===== src/rtl/fg_cordic_pkg.sv =====
// Shared constants for the pipelined CORDIC: mode encodings and the arctangent table.
package fg_cordic_pkg;

    localparam logic MODE_ROT = 1'b0;
    localparam logic MODE_VEC = 1'b1;

    localparam int unsigned ATAN_ENTRIES = 16;

    // atan(2^-i) with 45 degrees = 8192 (full circle = 2^16)
    localparam int unsigned ATAN_Q16 [0:ATAN_ENTRIES-1] = '{
        8192, 4836, 2555, 1297, 651, 326, 163, 81,
        41, 20, 10, 5, 3, 1, 1, 0
    };

    // Rounded arctangent entry rescaled to a p-bit full circle
    function automatic int unsigned atan_scaled(input int unsigned p, input int unsigned idx);
        int unsigned v;
        if (idx >= ATAN_ENTRIES) begin
            return 0;
        end
        v = ATAN_Q16[idx];
        if (p >= 16) begin
            return v;
        end
        return (v + (32'd1 << (15 - p))) >> (16 - p);
    endfunction

endpackage


===== src/rtl/fg_cordic_stage.sv =====
// One CORDIC micro-rotation register stage; the shift and angle step are fixed by IDX.
module fg_cordic_stage
    import fg_cordic_pkg::*;
#(
    parameter int unsigned W     = 10,
    parameter int unsigned P     = 10,
    parameter int unsigned TAG_W = 2,
    parameter int unsigned IDX   = 0
) (
    input  logic                 clk,
    input  logic                 rst,
    input  logic                 clk_en,
    input  logic                 valid_d,
    input  logic                 mode_d,
    input  logic [TAG_W-1:0]     tag_d,
    input  logic signed [W-1:0]  x_d,
    input  logic signed [W-1:0]  y_d,
    input  logic signed [P-1:0]  phase_d,
    output logic                 valid_q,
    output logic                 mode_q,
    output logic [TAG_W-1:0]     tag_q,
    output logic signed [W-1:0]  x_q,
    output logic signed [W-1:0]  y_q,
    output logic signed [P-1:0]  phase_q
);

    localparam logic signed [P-1:0] ATAN = P'(atan_scaled(P, IDX));

    logic signed [W-1:0] x_sh;
    logic signed [W-1:0] y_sh;
    logic                dir_pos;
    logic signed [W-1:0] x_nx;
    logic signed [W-1:0] y_nx;
    logic signed [P-1:0] phase_nx;

    // Direction follows the residual angle (rotation) or the sign of y (vectoring)
    always_comb begin
        x_sh     = x_d >>> IDX;
        y_sh     = y_d >>> IDX;
        dir_pos  = (mode_d == MODE_ROT) ? ~phase_d[P-1] : y_d[W-1];
        x_nx     = x_d + y_sh;
        y_nx     = y_d - x_sh;
        phase_nx = phase_d + ATAN;
        if (dir_pos) begin
            x_nx     = x_d - y_sh;
            y_nx     = y_d + x_sh;
            phase_nx = phase_d - ATAN;
        end
    end

    // Stage register; holds while the pipeline is stalled
    always_ff @(posedge clk or posedge rst) begin
        if (rst) begin
            valid_q <= 1'b0;
            mode_q  <= 1'b0;
            tag_q   <= '0;
            x_q     <= '0;
            y_q     <= '0;
            phase_q <= '0;
        end else if (clk_en) begin
            valid_q <= valid_d;
            mode_q  <= mode_d;
            tag_q   <= tag_d;
            x_q     <= x_nx;
            y_q     <= y_nx;
            phase_q <= phase_nx;
        end
    end

endmodule


===== src/rtl/fg_cordic_pipe.sv =====
// Fully pipelined rotation/vectoring CORDIC with valid and channel tag carried alongside.
module fg_cordic_pipe
    import fg_cordic_pkg::*;
#(
    parameter int unsigned BITWIDTH       = 8,
    parameter int unsigned BITWIDTH_PHASE = 10,
    parameter int unsigned ITERATIONS     = 7,
    parameter int unsigned TAG_W          = 2
) (
    input  logic                               clk_i,
    input  logic                               rst_i,
    input  logic                               clk_en_i,
    input  logic                               valid_i,
    input  logic                               mode_i,
    input  logic [TAG_W-1:0]                   tag_i,
    input  logic signed [BITWIDTH_PHASE-1:0]   phase_i,
    input  logic signed [BITWIDTH-1:0]         x_i,
    input  logic signed [BITWIDTH-1:0]         y_i,
    output logic                               valid_o,
    output logic                               mode_o,
    output logic [TAG_W-1:0]                   tag_o,
    output logic signed [BITWIDTH+1:0]         x_o,
    output logic signed [BITWIDTH+1:0]         y_o,
    output logic signed [BITWIDTH_PHASE-1:0]   phase_o
);

    localparam int unsigned W = BITWIDTH + 2;
    localparam int unsigned P = BITWIDTH_PHASE;
    localparam logic signed [P-1:0] QUARTER = P'(2 ** (P - 2));

    // Index 0 is the pre-rotation stage, index k+1 the output of micro-stage k
    logic                valid_s [0:ITERATIONS];
    logic                mode_s  [0:ITERATIONS];
    logic [TAG_W-1:0]    tag_s   [0:ITERATIONS];
    logic signed [W-1:0] x_s     [0:ITERATIONS];
    logic signed [W-1:0] y_s     [0:ITERATIONS];
    logic signed [P-1:0] phase_s [0:ITERATIONS];

    logic signed [W-1:0] x_ext;
    logic signed [W-1:0] y_ext;
    logic signed [W-1:0] pre_x;
    logic signed [W-1:0] pre_y;
    logic signed [P-1:0] pre_phase;

    // Quadrant pre-rotation brings the problem into +/-90 degrees; widening first makes negation safe
    always_comb begin
        x_ext     = W'(x_i);
        y_ext     = W'(y_i);
        pre_x     = x_ext;
        pre_y     = y_ext;
        pre_phase = phase_i;
        if (mode_i == MODE_ROT) begin
            case (phase_i[P-1 -: 2])
                2'b01: begin
                    pre_x     = -y_ext;
                    pre_y     = x_ext;
                    pre_phase = {2'b00, phase_i[P-3:0]};
                end
                2'b10: begin
                    pre_x     = y_ext;
                    pre_y     = -x_ext;
                    pre_phase = {2'b11, phase_i[P-3:0]};
                end
                default: begin
                    pre_phase = phase_i;
                end
            endcase
        end else begin
            pre_phase = '0;
            if (x_i[BITWIDTH-1]) begin
                if (!y_i[BITWIDTH-1]) begin
                    pre_x     = y_ext;
                    pre_y     = -x_ext;
                    pre_phase = QUARTER;
                end else begin
                    pre_x     = -y_ext;
                    pre_y     = x_ext;
                    pre_phase = -QUARTER;
                end
            end
        end
    end

    // Pre-rotation stage register
    always_ff @(posedge clk_i or posedge rst_i) begin
        if (rst_i) begin
            valid_s[0] <= 1'b0;
            mode_s[0]  <= 1'b0;
            tag_s[0]   <= '0;
            x_s[0]     <= '0;
            y_s[0]     <= '0;
            phase_s[0] <= '0;
        end else if (clk_en_i) begin
            valid_s[0] <= valid_i;
            mode_s[0]  <= mode_i;
            tag_s[0]   <= tag_i;
            x_s[0]     <= pre_x;
            y_s[0]     <= pre_y;
            phase_s[0] <= pre_phase;
        end
    end

    // Micro-rotation chain
    for (genvar k = 0; k < ITERATIONS; k++) begin : g_stage
        fg_cordic_stage #(
            .W     (W),
            .P     (P),
            .TAG_W (TAG_W),
            .IDX   (k)
        ) u_stage (
            .clk     (clk_i),
            .rst     (rst_i),
            .clk_en  (clk_en_i),
            .valid_d (valid_s[k]),
            .mode_d  (mode_s[k]),
            .tag_d   (tag_s[k]),
            .x_d     (x_s[k]),
            .y_d     (y_s[k]),
            .phase_d (phase_s[k]),
            .valid_q (valid_s[k+1]),
            .mode_q  (mode_s[k+1]),
            .tag_q   (tag_s[k+1]),
            .x_q     (x_s[k+1]),
            .y_q     (y_s[k+1]),
            .phase_q (phase_s[k+1])
        );
    end

    assign valid_o = valid_s[ITERATIONS];
    assign mode_o  = mode_s[ITERATIONS];
    assign tag_o   = tag_s[ITERATIONS];
    assign x_o     = x_s[ITERATIONS];
    assign y_o     = y_s[ITERATIONS];
    assign phase_o = phase_s[ITERATIONS];

endmodule


===== config.mk =====
export PLATFORM = sky130hd
export DESIGN_NAME = fg_cordic_pipe
export DESIGN_NICKNAME = d
export VERILOG_FILES = /design/src/rtl/fg_cordic_pkg.sv /design/src/rtl/fg_cordic_stage.sv /design/src/rtl/fg_cordic_pipe.sv
export SDC_FILE = /design/constraint.sdc
export NUM_CORES = 1
export LEC_CHECK = 0
export CAP_MARGIN = 5
export CORE_ASPECT_RATIO = 1.2
export CORE_MARGIN = 5
export CORE_UTILIZATION = 30
export DETAILED_ROUTE_END_ITERATION = 10
export SYNTH_ARGS = -nofsm -noshare
export SYNTH_HDL_FRONTEND = slang
export SYNTH_SLANG_ARGS = --single-unit

===== constraint.sdc =====
create_clock -name clk_i -period 16.6 [get_ports clk_i]
set_input_delay 1.66 -clock clk_i [delete_from_list [all_inputs] [get_ports clk_i]]
set_output_delay 1.66 -clock clk_i [all_outputs]
set_load 0.02 [all_outputs]

## Yosys cells after proc, flatten, opt, wreduce, memory -nomap -nowiden

Cells that the tools add are included.

| storage, ports and cells | value |
|---|---|
| bits in registers | 272 |
| bits in latches | 0 |
| bits in writable memories | 0 |
| bits in read-only memories | 0 |
| bits of input ports | 33 |
| output and inout bits | 34 |
| word-level logic and storage cells | 140 |
| memories | 0 |

| cells by class | value |
|---|---|
| add/subtract/negate cells | 43 |
| multipliers | 0 |
| divide/modulo/power cells | 0 |
| order comparisons | 0 |
| equality and inequality tests | 2 |
| shift operators | 0 |
| mux-type cells | 40 |
| bitwise operators | 7 |
| reductions and logical operators | 0 |

Operators by type and width:

| operator | number |
|---|---|
| $mux W10 | 30 |
| $pmux W10 S2 | 3 |
| $add A10 B4 Y10 | 2 |
| $add A10 B5 Y10 | 2 |
| $add A10 B6 Y10 | 2 |
| $add A10 B7 Y10 | 2 |
| $add A10 B8 Y10 | 2 |
| $add A10 B9 Y10 | 2 |
| $neg A8 Y10 | 2 |
| $sub A10 B10 Y10 | 2 |
| $sub A10 B4 Y10 | 2 |
| $sub A10 B5 Y10 | 2 |
| $sub A10 B6 Y10 | 2 |
| $sub A10 B7 Y10 | 2 |
| $sub A10 B8 Y10 | 2 |
| $sub A10 B9 Y10 | 2 |
| $add A10 B10 Y10 | 1 |
| $add A10 B3 Y10 const B | 1 |
| $add A10 B4 Y10 const B | 1 |
| $add A10 B5 Y10 const B | 1 |
| $add A10 B6 Y10 const B | 1 |
| $add A10 B7 Y10 const B | 1 |
| $add A10 B8 Y10 const B | 1 |
| $add A10 B9 Y10 const B | 1 |
| other kinds (11) | 23 |

## Logic depth before layout (Yosys ltp)

Gate-level depths: netlist (run 1).

| logic depth | value |
|---|---|
| depth in word-level cells | 4 |
| mapped depth | 15 |
| depth with buffers taken out | 13 |

## Modules after synthesis

From an unflattened synthesis (run 1), not the netlist that was laid out.

| unflattened totals | value |
|---|---|
| cells, all modules | 2242 |
| area total of the unflattened synthesis | 20851.2 um^2 |

Modules (own cells, without submodules):

| module | times used | cells an instance | area each (um^2) | seq. area each (um^2) |
|---|---|---|---|---|
| fg_cordic_stage at g_stage[5].u_stage | 1 | 288 | 2671.3 | 850.8 |
| fg_cordic_stage at g_stage[6].u_stage | 1 | 291 | 2668.8 | 850.8 |
| fg_cordic_stage at g_stage[4].u_stage | 1 | 278 | 2665.1 | 850.8 |
| fg_cordic_stage at g_stage[3].u_stage | 1 | 281 | 2663.8 | 850.8 |
| fg_cordic_stage at g_stage[1].u_stage | 1 | 270 | 2628.8 | 850.8 |
| fg_cordic_stage at g_stage[2].u_stage | 1 | 279 | 2605.0 | 850.8 |
| fg_cordic_stage at g_stage[0].u_stage | 1 | 282 | 2582.5 | 825.8 |
| fg_cordic_pipe | 1 | 273 | 2366.0 | 850.8 |

## Least setup slack after synthesis (run 1)

Ideal clock, no wire load.

| timing path | value |
|---|---|
| path type | in2reg |
| start point | in y_i[2] |
| end point | reg x_s[77] (netlist name) |
| data arrival time | 3.263 ns |
| data required time | 16.513 ns |
| setup slack | 13.249 ns |
| stages on the path | 9 |
| buffers on the path | 2 |
| path through | buf_6 or3_1 buf_2 or3_4 nor3_1 ha_1 nor3_1 a31oi_1 a22oi_1 |

| between the ends | value |
|---|---|
| cells in the longest elaborated chain, start to end | 4 |

Ends and longest elaborated chain:

| element | line | text |
|---|---|---|
| start, declared | fg_cordic_pipe.sv:18 | `input logic signed [BITWIDTH-1:0] y_i,` |
| $neg A8 Y10 (*) | fg_cordic_pipe.sv:55, fg_cordic_pipe.sv:76 |  |
| $mux W10 | fg_cordic_pipe.sv:71 | `if (!y_i[BITWIDTH-1]) begin` |
| $mux W10 | fg_cordic_pipe.sv:70 | `if (x_i[BITWIDTH-1]) begin` |
| $mux W10 (*) | fg_cordic_pipe.sv:52 | `if (mode_i == MODE_ROT) begin` |
| end, declared | fg_cordic_pipe.sv:35 | `logic signed [W-1:0] x_s [0:ITERATIONS];` |

Every way passes the cells marked *; elsewhere a longest branch is shown, timed or not.
A chain may end at the register's enable or synchronous reset.

## Worst setup path in the final report (run 1)

| timing path | value |
|---|---|
| start point | in phase_i[8] |
| end point | reg x_s[76] (netlist name) |

| between the ends | value |
|---|---|
| cells in the longest elaborated chain, start to end | 3 |

Ends and longest elaborated chain:

| element | line | text |
|---|---|---|
| start, declared | fg_cordic_pipe.sv:16 | `input logic signed [BITWIDTH_PHASE-1:0] phase_i,` |
| $eq A2 B2 Y1 or $eq A2 B1 Y1 (tied branches) | fg_cordic_pipe.sv:53 | `case (phase_i[P-1 -: 2])` |
| $pmux W10 S2 (*) | fg_cordic_pipe.sv:53 |  |
| $mux W10 (*) | fg_cordic_pipe.sv:52 |  |

Marked as above.

==> results of run 1 <==
state kept, by name, indices dropped and copies added (netlist names), 10 cells and up:
name                     flops
g_stage.u_stage.phase_q     70
g_stage.u_stage.y_q         70
g_stage.u_stage.x_q         69
g_stage.u_stage.tag_q       14
phase_s                     10
x_s                         10
y_s                         10
cells in the mapped netlist, types with 8 or more instances:
| cell | instances | share of area |
|---|---|---|
| a211oi_1 | 26 | 0.0094 |
| a21boi_0 | 13 | 0.0047 |
| a21o_1 | 27 | 0.0098 |
| a21oi_1 | 169 | 0.041 |
| a221oi_1 | 10 | 0.0042 |
| a22o_1 | 8 | 0.0034 |
| a31oi_1 | 20 | 0.0060 |
| and3_1 | 19 | 0.0057 |
| buf_2 | 17 | 0.0041 |
| clkbuf_1 | 63 | 0.011 |
| dfrtp_1 | 271 | 0.33 |
| fa_1 | 22 | 0.021 |
| ha_1 | 200 | 0.12 |
| inv_1 | 174 | 0.031 |
| mux2_2 | 114 | 0.062 |
| mux2i_1 | 19 | 0.0092 |
| nand2_1 | 134 | 0.024 |
| nand2b_1 | 14 | 0.0042 |
| nand3_1 | 23 | 0.0056 |
| nor2_1 | 231 | 0.042 |
| nor2b_1 | 43 | 0.013 |
| nor3_1 | 90 | 0.022 |
| nor4_1 | 11 | 0.0033 |
| o211a_1 | 9 | 0.0043 |
| o211ai_1 | 13 | 0.0047 |
| o21a_1 | 51 | 0.018 |
| o21ai_0 | 131 | 0.032 |
| o21bai_1 | 14 | 0.0051 |
| o31ai_1 | 51 | 0.018 |
| o41ai_1 | 9 | 0.0038 |
| or3_1 | 32 | 0.0097 |
| xnor2_1 | 133 | 0.056 |
| xor2_1 | 31 | 0.013 |
per-layer routing:
layer,routed length (um),vias up
li1,-,8260
met4,1220,0
met2,24100,195
met1,20900,7495
met5,0,-
met3,1190,86
layout make-up:
| class | instances | area, sq um |
|---|---|---|
| timing repair buffer | 78 | 768 |
| multi-input combinational | 1771 | 12900 |
| sequential | 271 | 6780 |
| tap | 909 | 1140 |
| clock buffer | 50 | 1020 |
| clock inverter | 10 | 140 |
| inverter | 178 | 678 |
| fill | 7069 | 45000 |
through the flow:
step	util	setup slack [ns]	instance area (sq um)
floorplan	-	7.47	20700
global placement	0.325	12.11	22200
detailed placement	0.325	12.10	22200
CTS	0.342	12.69	23400
global route	0.342	12.38	23400
finish	0.342	12.80	23400
cell usage in the layout, fill, tap and decap left out, types with 51 or more instances in the layout:
cell,instances
dfrtp_1,271
nor2_1,231
ha_1,200
inv_1,173
a21oi_1,169
nand2_1,134
xnor2_1,133
o21ai_0,131
mux2_2,114
nor3_1,90
clkdlybuf4s50_1,65
o31ai_1,51
o21a_1,51
kinds of logic (layout without fill, tap and decap cells):
| group | after synthesis | count (layout) | share of synthesized area |
|---|---|---|---|
| buf+inv | 271 | 316 | 0.0521 |
| flops | 271 | 271 | 0.327 |
| mux | 134 | 134 | 0.0718 |
| simple gates | 632 | 632 | 0.142 |
| xor+xnor | 165 | 165 | 0.0704 |
| compound gates | 618 | 618 | 0.194 |
| fa+ha+maj | 222 | 222 | 0.142 |
final timing paths:
kind,end,slack (ns),startpoint
min in group asynchronous,g_stage[3].u_stage.x_q[0],1.66,rst_i
setup / recovery,x_s[76],12.80,phase_i[8]
setup reg to reg,g_stage[1].u_stage.x_q[9],12.92,g_stage[0].u_stage.y_q[9]
hold reg to reg,g_stage[2].u_stage.phase_q[3],0.46,g_stage[1].u_stage.phase_q[3]
hold / removal,g_stage[2].u_stage.phase_q[3],0.46,g_stage[1].u_stage.phase_q[3]
max in group asynchronous,g_stage[2].u_stage.y_q[9],12.89,rst_i
==> results_dict.tcl, run 1 <==
set metrics [dict create \
    cp.required_ns 16.99 \
    start_util 0.303 \
    finalCritPeriodShare 0.229 \
    grtUsageMet2 0.230 \
    syn_area_per_cell_sq_um 8.97 \
    hold_buffers 0 \
    critPathMaxFanout 25 \
    cts.clk_slew.worst_paths_ns 0.06 \
    finalSetupViolCount 0 \
    yosysWarnings 0 \
    clock_path_buffers 3 \
    status "completed" \
    synth_edf_count 0 \
    syn_area_sq_um 20700 \
    synthFlopType "dfrtp_1" \
    dp_cells 3207 \
    path_delay_family "buffers and inverters" \
    clock_latency_ns 0.55 \
    cts_root_buf "clkbuf_16" \
    skew_ns 0.0205 \
    whs_path_depth 1 \
    met1_usage 0.153 \
    hpwl_um 35200 \
    coreArea_sq_um 68400 \
    hold-worst-slack_ns 0.463 \
    drtPass1Iterations 5 \
    met3_usage 0.0164 \
    antenna_found_initial 0 \
    synth-seq-cells 271 \
    crit_type "in2reg" \
    drive_gt1_frac 0.0908 \
    arrival_ns 4.19 \
    drt-total-wl_um 47400 \
    htreeDepth 2 \
    die_x_um 250 \
    syn-num-nets 2568 \
    grt_util_all_layers 0.125 \
    ys_seq_area_frac 0.327 \
    crit_top_cell "inv_1" \
    hold_viol 0 \
    period_needed_ns 3.80 \
    insertedDiodeCount 0 \
    grt_pass1_wl_um 80100 \
    ctsResizeCount 0 \
    crit_buf_inv 3 \
    io_buffers 66 \
    drc 0 \
    end_kind "flip-flop" \
    drt_iter0_drc 839 \
    synthDistinctLibCells 86 \
    viasPerCell 4.91 \
    gp_congestion 0.860 \
    rsz0062_at_grt "false" \
    nets 2590 \
    reg2regPathDepth 12 \
    syn_to_final_growth_pct 12.9 \
    cpMaxStageDelayCell "ha_1" \
    final_max_slew_viol_count 0 \
    syn-instance-count 2313 \
    hold_path.class "reg2reg" \
    setup_tns_ns 0 \
    cts.sinks 271 \
    final_cell_count_no_fill 3267 \
    grt.busiest_layer "met2" \
    maxCapViolCount 0 \
    cp-start-kind "input pin" \
    wl_per_cell_um 14.5 \
    post_cts_buffers 0 \
    async_flop_share 1.00 \
    relSlewSlack 0.291 \
    grt_pass1_vias 15989 \
    drt.antenna.violating_nets 0 \
    dieHeight_um 298 \
    crit_path_max_incr_delay_ns 0.80 \
    pin_count 67 \
    numCtsBuffers 35 \
    grt-ovfl-total 0 \
    rows 105 \
    worstMarginPinSlew_ns 1.06 \
    die_area_sq_um 74500 \
    crit_cells 9 \
    grt_max_degree 205 \
    path_cells "clkdlybuf4s50_1 -> inv_1 -> ha_1 -> inv_1 -> nand2_1 -> o21a_1 -> nor4_1 -> o31ai_1 -> a31oi_1" \
    max_freq_mhz 263 \
    cts_tree "done" \
    vias 16036 \
]
Power of run 1 is left out: the tool's default activity adds up to more than one toggle a clock period on the data nets, which glitch-free logic cannot reach.
==> inputs of run 2 (changes only) <==
Clock period 16.6 ns to 3.42 ns, I/O delays scaled along.
==> run 2 against run 1 <==
  * Hold slack got worse by 0.22 ns
  * Utilization is 0.45 points higher
  * Critical path depth is 3 higher
  * Via count rose by 2.0%
  * Die area stayed put
  * Highest routed layer unchanged
==> results_dict.tcl, run 2 (synthesis results as in run 1) <==
set metrics [dict create \
    status "completed" \
    numCtsBuffers 36 \
    start_util 0.303 \
    hold_path.class "in2async" \
    hold_buffers 0 \
    path_cells "nor2b_1 -> or2_2 -> inv_1 -> nor2_1 -> xor2_1 -> ha_1 -> nor2b_1 -> o21ai_0 -> a21boi_0 -> o41ai_1 -> mux2i_1 -> o211ai_1" \
    relSlewSlack 0.466 \
    syn_to_final_growth_pct 14.4 \
    dpl_worst_slack_ns 0.270 \
    clock_latency_ns 0.54 \
    grt_util_all_layers 0.130 \
    coreArea_sq_um 68400 \
    drive_gt1_frac 0.100 \
    r2r-start "g_stage[0].u_stage.mode_q" \
    drtPass1Iterations 5 \
    antenna_found_initial 2 \
    grt_max_degree 138 \
    drt_iter0_drc 711 \
    final_max_slew_viol_count 0 \
    die_area_sq_um 74500 \
    top_regs "g_stage.u_stage.phase_q (70), g_stage.u_stage.y_q (70), g_stage.u_stage.x_q (69)" \
    io_buffers 66 \
    crit_top_cell "nor2b_1" \
    pin_count 67 \
    skew_ns 0.0186 \
    dr_wl_met3_um 1670 \
    dr_wl_met2_um 24800 \
    period_needed_ns 3.16 \
    worstMarginPinSlew_ns 0.792 \
    gp_congestion 0.877 \
    dieHeight_um 298 \
    end_kind "flip-flop" \
    max_freq_mhz 316 \
    arrival_ns 3.56 \
    crit_type "reg2reg" \
    crit_buf_inv 1 \
    htreeDepth 2 \
    grt_pass1_wl_um 82700 \
    cpMaxStageDelayCell "dfrtp_1" \
    cts_tree "done" \
    finalSetupViolCount 0 \
    cp.required_ns 3.82 \
    cts.clk_slew.worst_paths_ns 0.06 \
    cts.sinks 271 \
    mostFrequentLayoutCell "dfrtp_1" \
    viasPerCell 4.96 \
    worst_slack_ns 0.260 \
    cp-start-kind "flip-flop" \
    wl_per_cell_um 14.8 \
    ff2ff_setup_slack_ns 0.26 \
    maxCapViolCount 0 \
    reg2regPathDepth 12 \
    hold-worst-slack_ns 0.246 \
    cts_root_buf "clkbuf_16" \
    hold_viol 0 \
    grt-ovfl-total 0 \
    final_cell_mix "dfrtp_1 (271), nor2_1 (230), ha_1 (200)" \
    rsz0062_at_grt "false" \
    hpwl_um 36700 \
    die_x_um 250 \
    rows 105 \
    drc 0 \
    crit_path_max_incr_delay_ns 0.43 \
    finalCritPeriodShare 0.924 \
    reg2reg_to "g_stage[1].u_stage.y_q[8]" \
    top_layer "met4" \
    vias 16360 \
    path_delay_family "compound AO/OA/AOI/OAI gates" \
    critPathMaxFanout 9 \
    wl_met1_um 21100 \
    grt_pass1_vias 16417 \
    clock_path_buffers 3 \
    nets 2617 \
    drt.antenna.violating_nets 0 \
    drt-total-wl_um 48700 \
]
[run 2: cell count changes in the layout (fill, tap and decap cells not counted), moves of 2 or more]
| cell | change |
|---|---|
| clkbuf_1 | +4 |
| diode_2 | +2 |
| buf_4 | +22 |
| bufinv_16 | +3 |
| buf_12 | +4 |
| clkbuf_8 | -3 |
[run 2: worst max-delay path by stage]
| stage | from | endpoint | slack, ns | cells after the start |
|---|---|---|---|---|
| after floorplan | rst_i | g_stage[0].u_stage.mode_q | -0.50 | 1 |
| after global placement | g_stage[0].u_stage.mode_q | g_stage[1].u_stage.y_q[7] | 0.29 | 12 |
| after detailed placement | g_stage[0].u_stage.mode_q | g_stage[1].u_stage.y_q[7] | 0.27 | 12 |
| after CTS | g_stage[0].u_stage.mode_q | g_stage[1].u_stage.y_q[7] | 0.27 | 12 |
| after global routing | g_stage[4].u_stage.y_q[9] | g_stage[5].u_stage.y_q[9] | 0.03 | 12 |
| final | g_stage[0].u_stage.mode_q | g_stage[1].u_stage.y_q[8] | 0.26 | 12 |
[run 2: layer usage]
layer,up-vias,track usage
met5,-,0
met4,0,0.0385
met3,75,0.0177
met2,230,0.238
met1,7732,0.158
li1,8323,-
[run 2: layout make-up]
cell class	instances	area, sq um
Antenna cell	2	5.00
Clock buffer	52	1020
Clock inverter	10	200
Fill cell	7055	44700
Inverter	178	677
Multi-Input combinational cell	1771	12900
Sequential cell	271	6780
Tap cell	909	1140
Timing Repair Buffer	104	1010
[run 2: through the flow]
step,util,cells,setup TNS [ns],instance area (sq um)
6_report,0.346,3297,0,23700
5_1_grt,0.346,3296,0,23700
4_1_cts,0.346,3295,0,23700
3_5_place_dp,0.328,3233,0,22500
3_3_place_gp,0.328,3233,0,22500
2_1_floorplan,-,2313,-136.43,20700
[run 2: timing repair]
action | CTS | global route
buffers inserted | 0 | 0
setup endpoints to repair | 0 | 1
gates resized for setup | 0 | 3
Power of run 2 is left out for the same reason.
==> inputs of run 3 (changes only) <==
Settings changed: CORE_ASPECT_RATIO 1.2 to unset, PLACE_DENSITY set to 0.42.
==> run 3 against run 2 <==
  * Register-to-register slack gained 0.04 ns
  * Cell count grew 0.61%
  * Clock skew grew 0.016 ns
  * Critical path depth is the same
  * Utilization is essentially flat
  * Flip-flop and latch count is the same
==> results_dict.tcl, run 3 (synthesis results as in run 1) <==
set metrics [dict create \
    status "completed" \
    hold_viol 0 \
    grt_pass1_wl_um 90400 \
    viasPerCell 4.99 \
    die_x_um 273 \
    arrival_ns 3.54 \
    end_kind "flip-flop" \
    drt.antenna.violating_nets 0 \
    skew_ns 0.0345 \
    cts_tree "done" \
    cts_root_buf "clkbuf_16" \
    drt_iter0_drc 640 \
    finalSetupViolCount 0 \
    drt-total-wl_um 54300 \
    clock_path_buffers 3 \
    io_buffers 66 \
    pin_count 67 \
    post_cts_buffers 0 \
    path_delay_family "simple AND/OR/NAND/NOR gates" \
    rows 96 \
    hpwl_um 40600 \
    gp_congestion 0.845 \
    period_needed_ns 3.12 \
    crit_path_max_incr_delay_ns 0.48 \
    drc 0 \
    dieHeight_um 273 \
    drtPass1Iterations 5 \
    cpMaxStageDelayCell "dfrtp_1" \
    max_freq_mhz 321 \
    r2r-start "g_stage[4].u_stage.mode_q" \
    finalCritPeriodShare 0.912 \
    nets 2617 \
    nFillCells 7113 \
    maxCapViolCount 0 \
    ff2ff_setup_slack_ns 0.30 \
    cp-start-kind "flip-flop" \
    clock_latency_ns 0.56 \
    antenna_found_initial 0 \
    dp_cells 3254 \
    grt_max_degree 139 \
    die_area_sq_um 74500 \
    crit_buf_inv 2 \
    cp.required_ns 3.84 \
    grt_util_all_layers 0.146 \
    crit_type "reg2reg" \
    reg2reg_to "g_stage[5].u_stage.x_q[7]" \
    grt-ovfl-total 0 \
    hold_buffers 0 \
    coreArea_sq_um 68600 \
    syn_to_final_growth_pct 14.5 \
    grt_pass1_vias 16884 \
    path_cells "nor2_2 -> nor2_2 -> buf_4 -> o21ai_0 -> inv_1 -> ha_1 -> nor2b_1 -> o2111a_1 -> nor3_1 -> o21ai_0 -> xnor2_1 -> mux2i_1" \
    final_cell_count_no_fill 3317 \
    worstMarginPinSlew_ns 0.878 \
    rsz0062_at_grt "false" \
    insertedDiodeCount 0 \
    relSlewSlack 0.413 \
    reg2regPathDepth 12 \
    drive_gt1_frac 0.101 \
    final_max_slew_viol_count 0 \
    final_cell_mix "dfrtp_1 (271), nor2_1 (230), ha_1 (200)" \
    ctsResizeCount 0 \
    cts.clk_slew.worst_paths_ns 0.06 \
    start_util 0.302 \
    mostFrequentLayoutCell "dfrtp_1" \
    vias 16554 \
    top_regs "g_stage.u_stage.phase_q (70), g_stage.u_stage.y_q (70), g_stage.u_stage.x_q (69)" \
    cts.sinks 271 \
    htreeDepth 2 \
    hold_path.class "in2async" \
    critPathMaxFanout 6 \
    wl_per_cell_um 16.4 \
    numCtsBuffers 37 \
]
==> run 3: cell types whose count changed in the layout (fill, tap and decap cells not counted) <==
| cell | previous run | this run |
|---|---|---|
| inv_6 | 0 | 1 |
| clkinv_8 | 0 | 2 |
| clkinv_2 | 4 | 2 |
| o41ai_2 | 0 | 1 |
| inv_2 | 1 | 2 |
| clkinvlp_4 | 1 | 2 |
| inv_4 | 2 | 1 |
| buf_4 | 33 | 31 |
| clkbuf_8 | 4 | 6 |
| diode_2 | 2 | 0 |
| clkbuf_1 | 11 | 10 |
| buf_12 | 5 | 6 |
| o41ai_1 | 9 | 8 |
| bufinv_16 | 6 | 4 |
==> run 3: worst register-to-register path: stages (launching register included) <==
cell and delay [ns]:
dfrtp_1 0.48, nor2_2 0.25, nor2_2 0.09, buf_4 0.17
o21ai_0 0.35, inv_1 0.08, ha_1 0.27, nor2b_1 0.14
o2111a_1 0.25, nor3_1 0.33, o21ai_0 0.20, xnor2_1 0.26
mux2i_1 0.12
==> run 3: worst max-delay path by stage <==
stage                                    from                   endpoint  cells after the start
detailed placement  g_stage[4].u_stage.mode_q  g_stage[5].u_stage.x_q[7]                     12
global route        g_stage[2].u_stage.y_q[9]  g_stage[3].u_stage.x_q[9]                     12
finish              g_stage[4].u_stage.mode_q  g_stage[5].u_stage.x_q[7]                     12
CTS                 g_stage[4].u_stage.mode_q  g_stage[5].u_stage.x_q[7]                     12
floorplan                               rst_i  g_stage[0].u_stage.mode_q                      1
global placement    g_stage[4].u_stage.mode_q  g_stage[5].u_stage.x_q[7]                     12
==> run 3: metal layers <==
layer  track usage  routed length [um]
met4        0.0343                1270
met5             0                   0
met1         0.191               25000
met3        0.0180                1440
met2         0.257               26600
==> run 3: area by class of cell <==
class,count,area (sq um),share of cell area
Sequential cell,271,6780,0.286
Multi-Input combinational cell,1771,12900,0.543
Clock buffer,53,1050,0.0440
Timing Repair Buffer,103,1020,0.0429
Clock inverter,10,179,0.00753
Inverter,178,674,0.0284
Tap cell,931,1160,0.0490
==> run 3: metrics by stage <==
| stage | util | instance area [sq um] | hold WS [ns] | TNS, ns | setup slack, ns |
|---|---|---|---|---|---|
| finish | 0.346 | 23700 | 0.177 | 0 | 0.301 |
| global route | 0.346 | 23700 | 0.190 | 0 | 0.00597 |
| CTS | 0.346 | 23700 | 0.167 | 0 | 0.149 |
| detailed placement | 0.328 | 22500 | 0.468 | 0 | 0.156 |
| global placement | 0.328 | 22500 | 0.464 | 0 | 0.163 |
| floorplan | - | 20700 | 0.443 | -136.43 | -0.503 |
Power of run 3 is left out for the same reason.
